### src/rtl/pc_fetch_ctrl_if.sv
// rtl/pc_fetch_ctrl_if.sv - fetch sequencer bus: imem req/gnt/rvalid, decode valid/ack, branch redirect
interface pc_fetch_ctrl_if #(
    parameter int PC_W    = 8,
    parameter int INSTR_W = 32
);
    logic               imem_req;
    logic [PC_W-1:0]    imem_addr;
    logic               imem_gnt;
    logic               imem_rvalid;
    logic [INSTR_W-1:0] imem_rdata;
    logic               instr_valid;
    logic [INSTR_W-1:0] instr;
    logic [PC_W-1:0]    instr_pc;
    logic               instr_ack;
    logic               br_valid;
    logic [PC_W-1:0]    br_target;

    modport master (
        output imem_req, imem_addr, instr_valid, instr, instr_pc,
        input  imem_gnt, imem_rvalid, imem_rdata, instr_ack, br_valid, br_target
    );

    modport slave (
        input  imem_req, imem_addr, instr_valid, instr, instr_pc,
        output imem_gnt, imem_rvalid, imem_rdata, instr_ack, br_valid, br_target
    );
endinterface

### src/rtl/pc_fetch_ctrl.sv
// rtl/pc_fetch_ctrl.sv - PC owner and fetch sequencer between imem and decode
// Optional WAIT-state timeout with sticky fetch_err: define FETCH_TIMEOUT_EN.
module pc_fetch_ctrl #(
    parameter int              PC_W     = 8,
    parameter int              INSTR_W  = 32,
    parameter logic [PC_W-1:0] RESET_PC = '0,
    parameter int              TIMEOUT  = 15
) (
    input  logic                 clk,
    input  logic                 rst,
    input  logic                 run,
    pc_fetch_ctrl_if.master      bus,
    output logic [PC_W-1:0]      pc,
    output logic                 fetch_err
);

    typedef enum logic [1:0] {IDLE, FETCH, WAIT, HOLD} state_t;

    state_t             state, state_nxt;
    logic [PC_W-1:0]    pc_q, pc_nxt;
    logic               valid_q, valid_nxt;
    logic [INSTR_W-1:0] instr_q, instr_nxt;
    logic [PC_W-1:0]    ipc_q, ipc_nxt;
    logic               pend_q, pend_nxt;
    logic [PC_W-1:0]    tgt_q, tgt_nxt;
    logic               timeout_hit;
    logic               err_block;
    logic               redirect_now;
    logic [PC_W-1:0]    redirect_pc;
    state_t             resume_state;

    assign bus.imem_req    = (state == FETCH);
    assign bus.imem_addr   = pc_q;
    assign bus.instr_valid = valid_q;
    assign bus.instr       = instr_q;
    assign bus.instr_pc    = ipc_q;
    assign pc              = pc_q;

`ifdef FETCH_TIMEOUT_EN
    localparam int CNT_W = (TIMEOUT < 2) ? 1 : $clog2(TIMEOUT + 1);

    logic [CNT_W-1:0] tcnt_q;
    logic             err_q;

    assign timeout_hit = (state == WAIT) && !bus.imem_rvalid
                         && ((tcnt_q + CNT_W'(1)) == CNT_W'(TIMEOUT));
    assign err_block   = err_q;
    assign fetch_err   = err_q;

    // Counter is held at zero outside WAIT, so it starts fresh on every WAIT entry.
    always_ff @(posedge clk or posedge rst) begin
        if (rst) begin
            tcnt_q <= '0;
            err_q  <= 1'b0;
        end else begin
            if (state != WAIT)
                tcnt_q <= '0;
            else if (!bus.imem_rvalid)
                tcnt_q <= tcnt_q + CNT_W'(1);
            if (timeout_hit)
                err_q <= 1'b1;
        end
    end
`else
    logic unused_timeout;

    assign unused_timeout = ^TIMEOUT;
    assign timeout_hit    = 1'b0;
    assign err_block      = 1'b0;
    assign fetch_err      = 1'b0;
`endif

    // A redirect arriving this cycle takes priority over one already latched.
    assign redirect_now = bus.br_valid || pend_q;
    assign redirect_pc  = bus.br_valid ? bus.br_target : tgt_q;
    assign resume_state = run ? FETCH : IDLE;

    always_ff @(posedge clk or posedge rst) begin
        if (rst) begin
            state   <= IDLE;
            pc_q    <= RESET_PC;
            valid_q <= 1'b0;
            instr_q <= '0;
            ipc_q   <= '0;
            pend_q  <= 1'b0;
            tgt_q   <= '0;
        end else begin
            state   <= state_nxt;
            pc_q    <= pc_nxt;
            valid_q <= valid_nxt;
            instr_q <= instr_nxt;
            ipc_q   <= ipc_nxt;
            pend_q  <= pend_nxt;
            tgt_q   <= tgt_nxt;
        end
    end

    always_comb begin
        state_nxt = state;
        pc_nxt    = pc_q;
        valid_nxt = valid_q;
        instr_nxt = instr_q;
        ipc_nxt   = ipc_q;
        pend_nxt  = pend_q;
        tgt_nxt   = tgt_q;
        case (state)
            IDLE: begin
                if (bus.br_valid)
                    pc_nxt = bus.br_target;
                if (run && !err_block)
                    state_nxt = FETCH;
            end
            FETCH: begin
                if (bus.br_valid)
                    pc_nxt = bus.br_target;
                // A grant coinciding with a redirect is still accepted; its data gets dropped.
                if (bus.imem_gnt) begin
                    state_nxt = WAIT;
                    if (bus.br_valid) begin
                        pend_nxt = 1'b1;
                        tgt_nxt  = bus.br_target;
                    end
                end
            end
            WAIT: begin
                if (bus.br_valid) begin
                    pend_nxt = 1'b1;
                    tgt_nxt  = bus.br_target;
                end
                if (bus.imem_rvalid) begin
                    if (redirect_now) begin
                        pc_nxt    = redirect_pc;
                        pend_nxt  = 1'b0;
                        state_nxt = resume_state;
                    end else begin
                        instr_nxt = bus.imem_rdata;
                        ipc_nxt   = pc_q;
                        valid_nxt = 1'b1;
                        pc_nxt    = pc_q + PC_W'(1);
                        state_nxt = HOLD;
                    end
                end else if (timeout_hit) begin
                    if (redirect_now)
                        pc_nxt = redirect_pc;
                    pend_nxt  = 1'b0;
                    state_nxt = IDLE;
                end
            end
            HOLD: begin
                if (bus.br_valid) begin
                    valid_nxt = 1'b0;
                    pc_nxt    = bus.br_target;
                    state_nxt = resume_state;
                end else if (bus.instr_ack) begin
                    valid_nxt = 1'b0;
                    state_nxt = resume_state;
                end
            end
            default: state_nxt = IDLE;
        endcase
    end

endmodule

### src/flat_wrapper.sv
// flat-port wrapper written by rule: the top's interface ports become plain ports
module pc_fetch_ctrl_flat 
#(
    parameter int              PC_W     = 8,
    parameter int              INSTR_W  = 32,
    parameter logic [PC_W-1:0] RESET_PC = '0,
    parameter int              TIMEOUT  = 15
)
  (clk, rst, run, pc, fetch_err, bus_imem_req, bus_imem_addr, bus_instr_valid, bus_instr, bus_instr_pc, bus_imem_gnt, bus_imem_rvalid, bus_imem_rdata, bus_instr_ack, bus_br_valid, bus_br_target);
  pc_fetch_ctrl_if #(.PC_W(PC_W), .INSTR_W(INSTR_W)) bus_i ();
  input  logic clk;
  input  logic rst;
  input  logic run;
  output logic [PC_W-1:0] pc;
  output logic fetch_err;
  output wire logic [$bits(bus_i.imem_req)-1:0] bus_imem_req;
  output wire logic [$bits(bus_i.imem_addr)-1:0] bus_imem_addr;
  output wire logic [$bits(bus_i.instr_valid)-1:0] bus_instr_valid;
  output wire logic [$bits(bus_i.instr)-1:0] bus_instr;
  output wire logic [$bits(bus_i.instr_pc)-1:0] bus_instr_pc;
  input wire logic [$bits(bus_i.imem_gnt)-1:0] bus_imem_gnt;
  input wire logic [$bits(bus_i.imem_rvalid)-1:0] bus_imem_rvalid;
  input wire logic [$bits(bus_i.imem_rdata)-1:0] bus_imem_rdata;
  input wire logic [$bits(bus_i.instr_ack)-1:0] bus_instr_ack;
  input wire logic [$bits(bus_i.br_valid)-1:0] bus_br_valid;
  input wire logic [$bits(bus_i.br_target)-1:0] bus_br_target;
  assign bus_imem_req = bus_i.imem_req;
  assign bus_imem_addr = bus_i.imem_addr;
  assign bus_instr_valid = bus_i.instr_valid;
  assign bus_instr = bus_i.instr;
  assign bus_instr_pc = bus_i.instr_pc;
  assign bus_i.imem_gnt = bus_imem_gnt;
  assign bus_i.imem_rvalid = bus_imem_rvalid;
  assign bus_i.imem_rdata = bus_imem_rdata;
  assign bus_i.instr_ack = bus_instr_ack;
  assign bus_i.br_valid = bus_br_valid;
  assign bus_i.br_target = bus_br_target;
  pc_fetch_ctrl #(.PC_W(PC_W), .INSTR_W(INSTR_W), .RESET_PC(RESET_PC), .TIMEOUT(TIMEOUT)) u_core (.clk(clk), .rst(rst), .run(run), .bus(bus_i), .pc(pc), .fetch_err(fetch_err));
endmodule
### config.mk
export PLATFORM = sky130hd
export DESIGN_NAME = pc_fetch_ctrl_flat
export DESIGN_NICKNAME = d
export VERILOG_FILES = /design/src/rtl/pc_fetch_ctrl_if.sv /design/src/rtl/pc_fetch_ctrl.sv /design/src/flat_wrapper.sv
export SDC_FILE = /design/constraint.sdc
export NUM_CORES = 1
export LEC_CHECK = 0
export ABC_AREA = 1
export BUFFER_PORTS_ARGS = -buffer_cell sky130_fd_sc_hd__clkbuf_2
export CAP_MARGIN = 20
export CORE_MARGIN = 5
export CORE_UTILIZATION = 40
export CTS_CLUSTER_SIZE = 14
export DETAILED_ROUTE_END_ITERATION = 6
export PLACE_DENSITY = 0.68
export SYNTH_ARGS = -nofsm -noshare
export SYNTH_HDL_FRONTEND = slang
export SYNTH_SLANG_ARGS = --single-unit
### constraint.sdc
create_clock -name clk -period 2.7 [get_ports clk]
set_clock_uncertainty 0.1 [all_clocks]
set_input_delay 0.135 -clock clk [delete_from_list [all_inputs] [get_ports clk]]
set_output_delay 0.135 -clock clk [all_outputs]
set_load 0.02 [all_outputs]
==> results of run 1 <==
## timing repair
action	CTS	global route
endpoints found under the hold margin	64	0
setup buffers	0	0
hold buffers	35	0
## registers in the layout (all words and copies together) (netlist names)
signal                  cells
u_core.bus.imem_addr        8
u_core.bus.instr_pc         8
u_core.bus.instr           32
u_core.state                2
u_core.bus.instr_valid      1
u_core.pend_q               1
u_core.tgt_q                8
## report_power, final
part / switching [mW] / internal [mW]
registers: 0.349 / 1.34
logic: 1.43 / 0.702
clock network: 0.364 / 0.638
total: 2.14 / 2.68
## kinds of logic (layout without fill, tap and decap cells)
family                   count (synthesis)  count (layout)  synth area share
other                                    1               2          0.001271
flip-flops                              60              60            0.5089
buffers and inverters                   52             186           0.09542
AND/OR/NAND/NOR                        225             225            0.3299
adder cells (fa/ha/maj)                  1               1          0.004240
AO/OA/AOI/OAI                           35              35           0.06022
## cells in the mapped netlist
master	count	share of area
a31oi_1	2	0.0042
buf_6	5	0.019
nand2_1	129	0.16
nand3b_4	1	0.0068
nand2_4	2	0.0076
o21ai_1	4	0.0068
nor3b_1	1	0.0025
nor2_1	34	0.043
inv_4	1	0.0021
nand3b_1	1	0.0025
nor2_4	2	0.0076
inv_2	3	0.0038
buf_2	10	0.017
nand2_2	3	0.0064
inv_1	23	0.029
ha_1	1	0.0042
dfrtp_1	60	0.51
conb_1	1	0.0013
o21ai_0	17	0.029
nand3_1	50	0.085
buf_4	9	0.023
or2_2	2	0.0042
clkinv_1	1	0.0013
a21oi_1	12	0.020
## final timing paths
kind                                            to  cells past startpoint  slack [ps]
setup / recovery            u_core.bus.instr_pc[5]                      8         760
hold / removal                     u_core.tgt_q[6]                      5          50
setup reg to reg            u_core.bus.instr_pc[5]                      8         760
hold reg to reg                u_core.bus.instr[1]                      2         370
max in group asynchronous     u_core.bus.instr[28]                      4        1310
min in group asynchronous  u_core.bus.imem_addr[4]                      3         340
## routing by layer
metal | up-vias | global-route usage | wire length [microns]
met5 | - | 0 | 0
met4 | 0 | 0.09242 | 99
met3 | 8 | 0.03440 | 444
met2 | 68 | 0.2953 | 3992
met1 | 1342 | 0.2361 | 3556
li1 | 1442 | - | -
## cell type report
cell class	instances	area (sq um)
Timing Repair Buffer	142	893.4
Fill cell	687	3169
Tap cell	99	123.9
Sequential cell	60	1501
Inverter	28	107.6
Multi-Input combinational cell	262	1167
Clock buffer	10	137.6
Clock inverter	6	111.4
Antenna cell	1	2.502
## through the flow
step	power (mW)	util	setup WS, ps
floorplan	3.172	-	980.3
global placement	3.742	0.4773	845.2
detailed placement	3.799	0.4773	785.2
CTS	4.855	0.5604	723.7
global route	5.188	0.5604	557.0
finish	4.819	0.5607	760.7
## tightest hold or removal path: stages
cell and delay [ps]:
clkbuf_2 90, inv_1 40, nand2_1 40, nand2_1 70, a21oi_1 70
==> run metrics, run 1 <==
Die X 95.88 microns; share of layout cells above drive strength 1 0.2717; dpl hpwl 5437 microns; Setup crit end kind flop; Slew Viols, Final 0; most used cell, CP nand2_1; Area Growth Syn to Fin 37.11%; Final Hold Vio Count 0; die area 9193 sq um; final setup vio count 0; Row Count 31; design area 4045 sq um; most common cell after layout, fill and taps aside nand2_1; critical path's largest stage delay 460 ps; DRC errors left 0; post-synthesis cell type count 24; Tightest Pin Transition 676.1 ps; DRT iter0 DRCs 130; Synth Cell Area 2950 sq um; power per cell area 1191 nW/um^2; Hold Slack 52.79 ps; HP Class in2reg; aggregate negative setup slack 0 ps; HP Start bus_br_target[6]; max_cap viols 0; WP data required 2800 ps; Layout Cells excl Fill 608; synthesized net count 422; largest net degree at the start of global routing 49; highest clock rate 515.6 MHz; DRT antenna net count 0; Post-DP Area 3443 sq um; crit path cell chain nand2_1 > clkinv_1 > nand2_1 > nand2_2 > inv_4 > nand2_4 > nand2_1 > o21ai_0; CP startpoint u_core.state[1]; Syn Inst Count 374; CP startpoint kind flop; Final Wtd Congestion 0.8557; CP arrival 2040 ps; port bufs 104; most frequent cells in the layout nand2_1 (129), clkbuf_2 (104), dfrtp_1 (60), nand3_1 (50), dlygate4sd3_1 (35); Worst slew margin 0.5486; average size of a mapped cell 7.889 sq um; routed length per instance 13.31 microns; PostCTS Resize Cnt 0; placed cells 556; worst reg2reg startpoint u_core.state[1]; unrepaired setup endpoints after global routing no; initial antenna violation count 0; Max FO, Critical Path 48; clock slew at reported path FFs 70 ps; root buffer cell clkbuf_8; Core ar. 7214 sq um; gr usage total 0.1836; fin nets 551; Post-Route WL 8092 microns; Seq cells post-synth 60; Setup CP Type reg2reg; CTS Buffer Depth 2; TritonCTS clock tree built; Vias/cell 4.704; Skew-Pair Late Insertion Delay 340 ps; first-pass GRT wire length 13060 microns; slowest cell on the critical path dfrtp_1; Leak 2.240 nW; clk sinks 60; initial core utilization 0.4089; global route overflow 0; vias in the first global route 2749; boundary pin count 106; run status complete, no violations; Buf/Inv on CP 2; CTS H-Tree Depth 3; Vias 2860; Seq/Total Area, Yosys 0.5089; Worst path top cell family by delay simple AND/OR/NAND/NOR gates; Worst VDD drop 454.3 uV; first-pass iteration count of the detailed router 4; die height 95.88 microns; warning count from the yosys run 0; Inserted Clock Buffers 9; min Tclk post-route 1939 ps; fin crit share 0.7183
No activity file was read; power rests on OpenSTA's default activity.
==> run 2: changes to the inputs <==
==> constraint.sdc (replaced) <==
create_clock -name clk -period 2 [get_ports clk]
set_clock_uncertainty 0.1 [all_clocks]
set_input_delay 0.1 -clock clk [delete_from_list [all_inputs] [get_ports clk]]
set_output_delay 0.1 -clock clk [all_outputs]
set_load 0.02 [all_outputs]
==> run 2 against run 1 <==
Clock-buffer cell count rose by 2; first-iteration DRC count fell by 3.1%; sequential share of layout area rose by 0.13 points; critical endpoint is now u_core.bus.instr_pc[2]; largest power group unchanged.
==> run metrics, run 2 (same netlist as run 1, synthesis figures left out) <==
Final Wtd Congestion 0.8538; Worst VDD drop 496.3 uV; run status complete, no violations; boundary pin count 106; crit path cell chain nand2_1 > clkinv_1 > nand2_1 > nand2_2 > inv_4 > nand2_4 > nand2_1 > o21ai_0; design area 4031 sq um; slowest cell on the critical path dfrtp_1; most used cell, CP nand2_1; Vias/cell 4.710; R2R Path End u_core.bus.instr_pc[2]; CTS H-Tree Depth 3; critical path's largest stage delay 460 ps; Vias 2873; Slew Viols, Final 0; Final Hold Vio Count 0; Leak 2.239 nW; Tightest Pin Transition 711.5 ps; Die X 95.88 microns; global route overflow 0; fin crit share 0.8665; HP Class in2reg; port bufs 104; share of layout cells above drive strength 1 0.2740; clk sinks 60; routed length per instance 13.06 microns; diode count 0; TritonCTS clock tree built; WP data required 2090 ps; Row Count 31; CP arrival 1820 ps; initial core utilization 0.4089; fin nets 554; Post-DP Area 3478 sq um; max_cap viols 0; Post-Route WL 7966 microns; gr usage total 0.1751; final setup vio count 0; Hold Slack 23.50 ps; unrepaired setup endpoints after global routing no; min Tclk post-route 1733 ps; R2R Setup Slk 270 ps; CP startpoint kind flop; aggregate negative setup slack 0 ps; Max FO, Critical Path 48; Skew-Pair Late Insertion Delay 330 ps; DRT iter0 DRCs 126; DRC errors left 0; Area Growth Syn to Fin 36.64%; first-pass GRT wire length 12440 microns; first-pass iteration count of the detailed router 4; CP startpoint u_core.state[1]; Setup CP Type reg2reg; Largest register FFs 32; Core ar. 7214 sq um; highest clock rate 577.0 MHz; power per cell area 1554 nW/um^2; CTS Buffer Depth 2; die area 9193 sq um; worst reg2reg startpoint u_core.state[1]; root buffer cell clkbuf_8; Inserted Clock Buffers 9; PostCTS Resize Cnt 0; post-layout util 0.5588; clock slew at reported path FFs 70 ps; largest net degree at the start of global routing 49; Setup crit end kind flop; die height 95.88 microns; Worst slew margin 0.5250; initial antenna violation count 0; Post-CTS Setup Repair Bufs 0; most frequent cells in the layout nand2_1 (129), clkbuf_2 (104), dfrtp_1 (60), nand3_1 (50), dlygate4sd3_1 (35); DRT antenna net count 0; fillers 692; Worst R2R Path Depth 8; dpl hpwl 5529 microns; Worst Setup EP u_core.bus.instr_pc[2]; most common cell after layout, fill and taps aside nand2_1; vias in the first global route 2678
-- run 2: changes by cell type in the layout (fill, tap and decap cells not counted), sizes merged --
cell / delta
buf: +3
bufinv: -2
clkbuf: +2
diode: -1
-- run 2: critical path, delay by kind of cell (launching register included) --
family	cells	cell delay [ps]
buffers and inverters	2	240
DFF	1	460
and+or+nand+nor	5	690
AOI/OAI and AO/OA	1	90
-- run 2: worst min path at each step --
stage	endpoint	slack (ps)	cells past startpoint	start
finish	u_core.tgt_q[6]	20	5	bus_br_target[6]
global route	u_core.tgt_q[5]	40	5	bus_br_target[5]
CTS	u_core.tgt_q[6]	10	5	bus_br_target[6]
detailed placement	u_core.bus.instr_pc[3]	150	2	rst
global placement	u_core.bus.instr_pc[5]	140	2	rst
floorplan	u_core.bus.instr[22]	140	2	bus_imem_rdata[22]
-- run 2: power breakdown --
| group | internal (mW) | switching (mW) |
|---|---|---|
| registers | 1.81 | 0.459 |
| logic | 0.963 | 1.93 |
| clock network | 0.640 | 0.465 |
| total | 3.41 | 2.85 |
-- run 2: cell type report --
class / count / area, sq um / area share
flip-flops and latches: 60 / 1501 / 0.3724
repair buffers: 145 / 928.4 / 0.2303
inverters: 28 / 107.6 / 0.02669
clock buffers: 12 / 155.1 / 0.03849
well taps: 99 / 123.9 / 0.03073
multi-input cells: 262 / 1167 / 0.2896
clock inverters: 4 / 47.55 / 0.01179
-- run 2: per-stage QoR --
stage	total power, mW	worst slack, ps	instances
floorplan	4.282	315.3	374
global placement	5.064	271.4	559
detailed placement	5.138	235.9	559
CTS	6.313	253.4	610
global route	6.732	72.76	610
finish	6.264	267.0	610
-- run 2: routing by layer --
layer	track usage	routed length [microns]	vias up
met1	0.2249	3470	1331
li1	-	-	1437
met3	0.04066	502	12
met2	0.2855	3856	93
met4	0.06872	136	0
met5	0	0	-
-- run 2: what timing repair did --
item | 4_1_cts | 5_1_grt
hold buffers | 35 | 0
endpoints found under the hold margin | 64 | 0
endpoints found under the setup margin | 0 | 0
==> run 3: changes to the inputs <==
--- a/config.mk
+++ b/config.mk
@@ -13,6 +13,7 @@
 export CTS_CLUSTER_SIZE = 14
 export DETAILED_ROUTE_END_ITERATION = 6
 export PLACE_DENSITY = 0.68
+export RECOVER_POWER = 100
 export SYNTH_ARGS = -nofsm -noshare
 export SYNTH_HDL_FRONTEND = slang
 export SYNTH_SLANG_ARGS = --single-unit
==> run 3 against run 2 <==
Hold slack better by 4.3 ps; sequential share of layout area increased by 0.77 points; design area decreased by 2.0%; via count fell by 0.56%; global-route usage is the same; first-iteration DRC count down 6.3%; critical endpoint unchanged; highest routed layer unchanged.
==> run metrics, run 3 (same netlist as run 1, synthesis figures left out) <==
sequential share of power 0.370; aggregate negative setup slack 0 ps; Psw 2.847 mW; most common cell after layout, fill and taps aside nand2_1; Reg area 1501 sq um; Row Count 31; share of layout cells above drive strength 1 0.1546; power per cell area 1545 nW/um^2; fin nets 554; Setup crit end kind flop; Internal 3.258 mW; TritonCTS clock tree built; max_cap viols 0; PostCTS Resize Cnt 0; Core ar. 7214 sq um; DRT antenna net count 0; Comb pwr share 0.448; switching fraction of total power 0.4663; Post-Route WL 7980 microns; CP arrival 1810 ps; Hold EP u_core.tgt_q[6]; CTS Buffer Depth 2; global route overflow 0; Max FO, Critical Path 48; fillers 728; initial core utilization 0.4089; Vias 2857; Slew Viols, Final 0; Leak 2.063 nW; Die X 95.88 microns; R2R Setup Slk 280 ps; Worst VDD drop 469.0 uV; routed length per instance 13.08 microns; Vias/cell 4.684; boundary pin count 106; worst reg2reg startpoint u_core.state[0]; gr usage total 0.1751; root buffer cell clkbuf_8; initial antenna violation count 0; unrepaired setup endpoints after global routing no; Multi-input gate area 1162 sq um; most frequent cells in the layout nand2_1 (131), dfrtp_1 (60), clkbuf_1 (58), nand3_1 (50), clkbuf_2 (49); port bufs 104; Pwr Total 6.104 mW; final setup vio count 0; dpl ws 235.9 ps; Inserted Clock Buffers 9; Setup CP Type reg2reg; first-pass GRT wire length 12440 microns; vias in the first global route 2678; largest net degree at the start of global routing 49; Tightest Pin Transition 1274 ps; die height 95.88 microns; power share of the clock group 0.181; design area 3950 sq um; HP Class in2reg; Skew-Pair Late Insertion Delay 320 ps; Worst slew margin 0.1494; highest clock rate 580.5 MHz; CTS H-Tree Depth 3; DRT iter0 DRCs 118; R2R Path End u_core.bus.instr_pc[2]; HP Start bus_br_target[6]; WP data required 2090 ps; Area Growth Syn to Fin 33.88%; clk sinks 60; Post-DP Area 3478 sq um; Final Hold Vio Count 0; clock slew at reported path FFs 70 ps; die area 9193 sq um; Final Wtd Congestion 0.8538; first-pass iteration count of the detailed router 4; Worst R2R Path Depth 7; Largest register FFs 32; Hold Slack 27.85 ps; fin worst setup slack 277.2 ps; CP startpoint kind flop; DRC errors left 0; hold depth 5; min Tclk post-route 1723 ps; dpl hpwl 5529 microns; diode count 0; run status complete, no violations; fin crit share 0.8614
run 3: changes by cell type in the layout (fill, tap and decap cells not counted), sizes merged:
cell    previous run  this run
buf                6         4
clkbuf           116       118
run 3: layout make-up:
class | instances | area share
clock buffer | 12 | 0.03928
multi-input combinational | 262 | 0.2943
timing repair buffer | 145 | 0.2157
clock inverter | 4 | 0.01204
inverter | 28 | 0.02724
sequential | 60 | 0.3801
tap | 99 | 0.03136
run 3: layer usage:
layer  track usage  vias to the layer above  part of all wire
li1              -                     1436                 -
met1        0.2249                     1329              0.43
met2        0.2855                       83              0.49
met3       0.04066                        9             0.062
met4       0.06872                        0             0.016
met5             0                        -                 0
run 3: what timing repair did:
item                                   CTS  global route
hold buffers                            35             0
endpoints found under the hold margin   64             0
setup endpoints to repair                0             0
buffers inserted                         0             0
run 3: critical path: stages (launching register included):
cell and delay, ps:
dfrtp_1 430, inv_2 100, nand3b_4 140, nand2_2 100, inv_4 170, nand2_4 300, nand2_1 150, o21ai_0 80
run 3: power groups by stage:
stage,clock network [mW],registers (mW),logic (mW)
after floorplan,0,2.80,1.48
final,1.11,2.26,2.74
after CTS,1.13,2.26,2.92
after detailed placement,0,2.28,2.86
after global routing,1.19,2.33,3.05
after global placement,0,2.27,2.79
run 3: worst max-delay path by stage:
stage,to,startpoint,slack [ps],depth (start not counted)
floorplan,u_core.bus.imem_addr[0],rst,320,1
global placement,u_core.bus.instr_pc[7],bus_br_valid,270,7
detailed placement,u_core.bus.instr_pc[2],bus_br_valid,240,7
CTS,u_core.bus.instr_pc[2],u_core.state[1],250,8
global route,u_core.tgt_q[0],u_core.state[1],70,7
finish,u_core.bus.instr_pc[2],u_core.state[0],280,7
run 3: through the flow:
stage / utilization / std cells
finish: 0.5475 / 610
global route: 0.5475 / 610
CTS: 0.5588 / 610
detailed placement: 0.4821 / 559
global placement: 0.4821 / 559
floorplan: - / 374
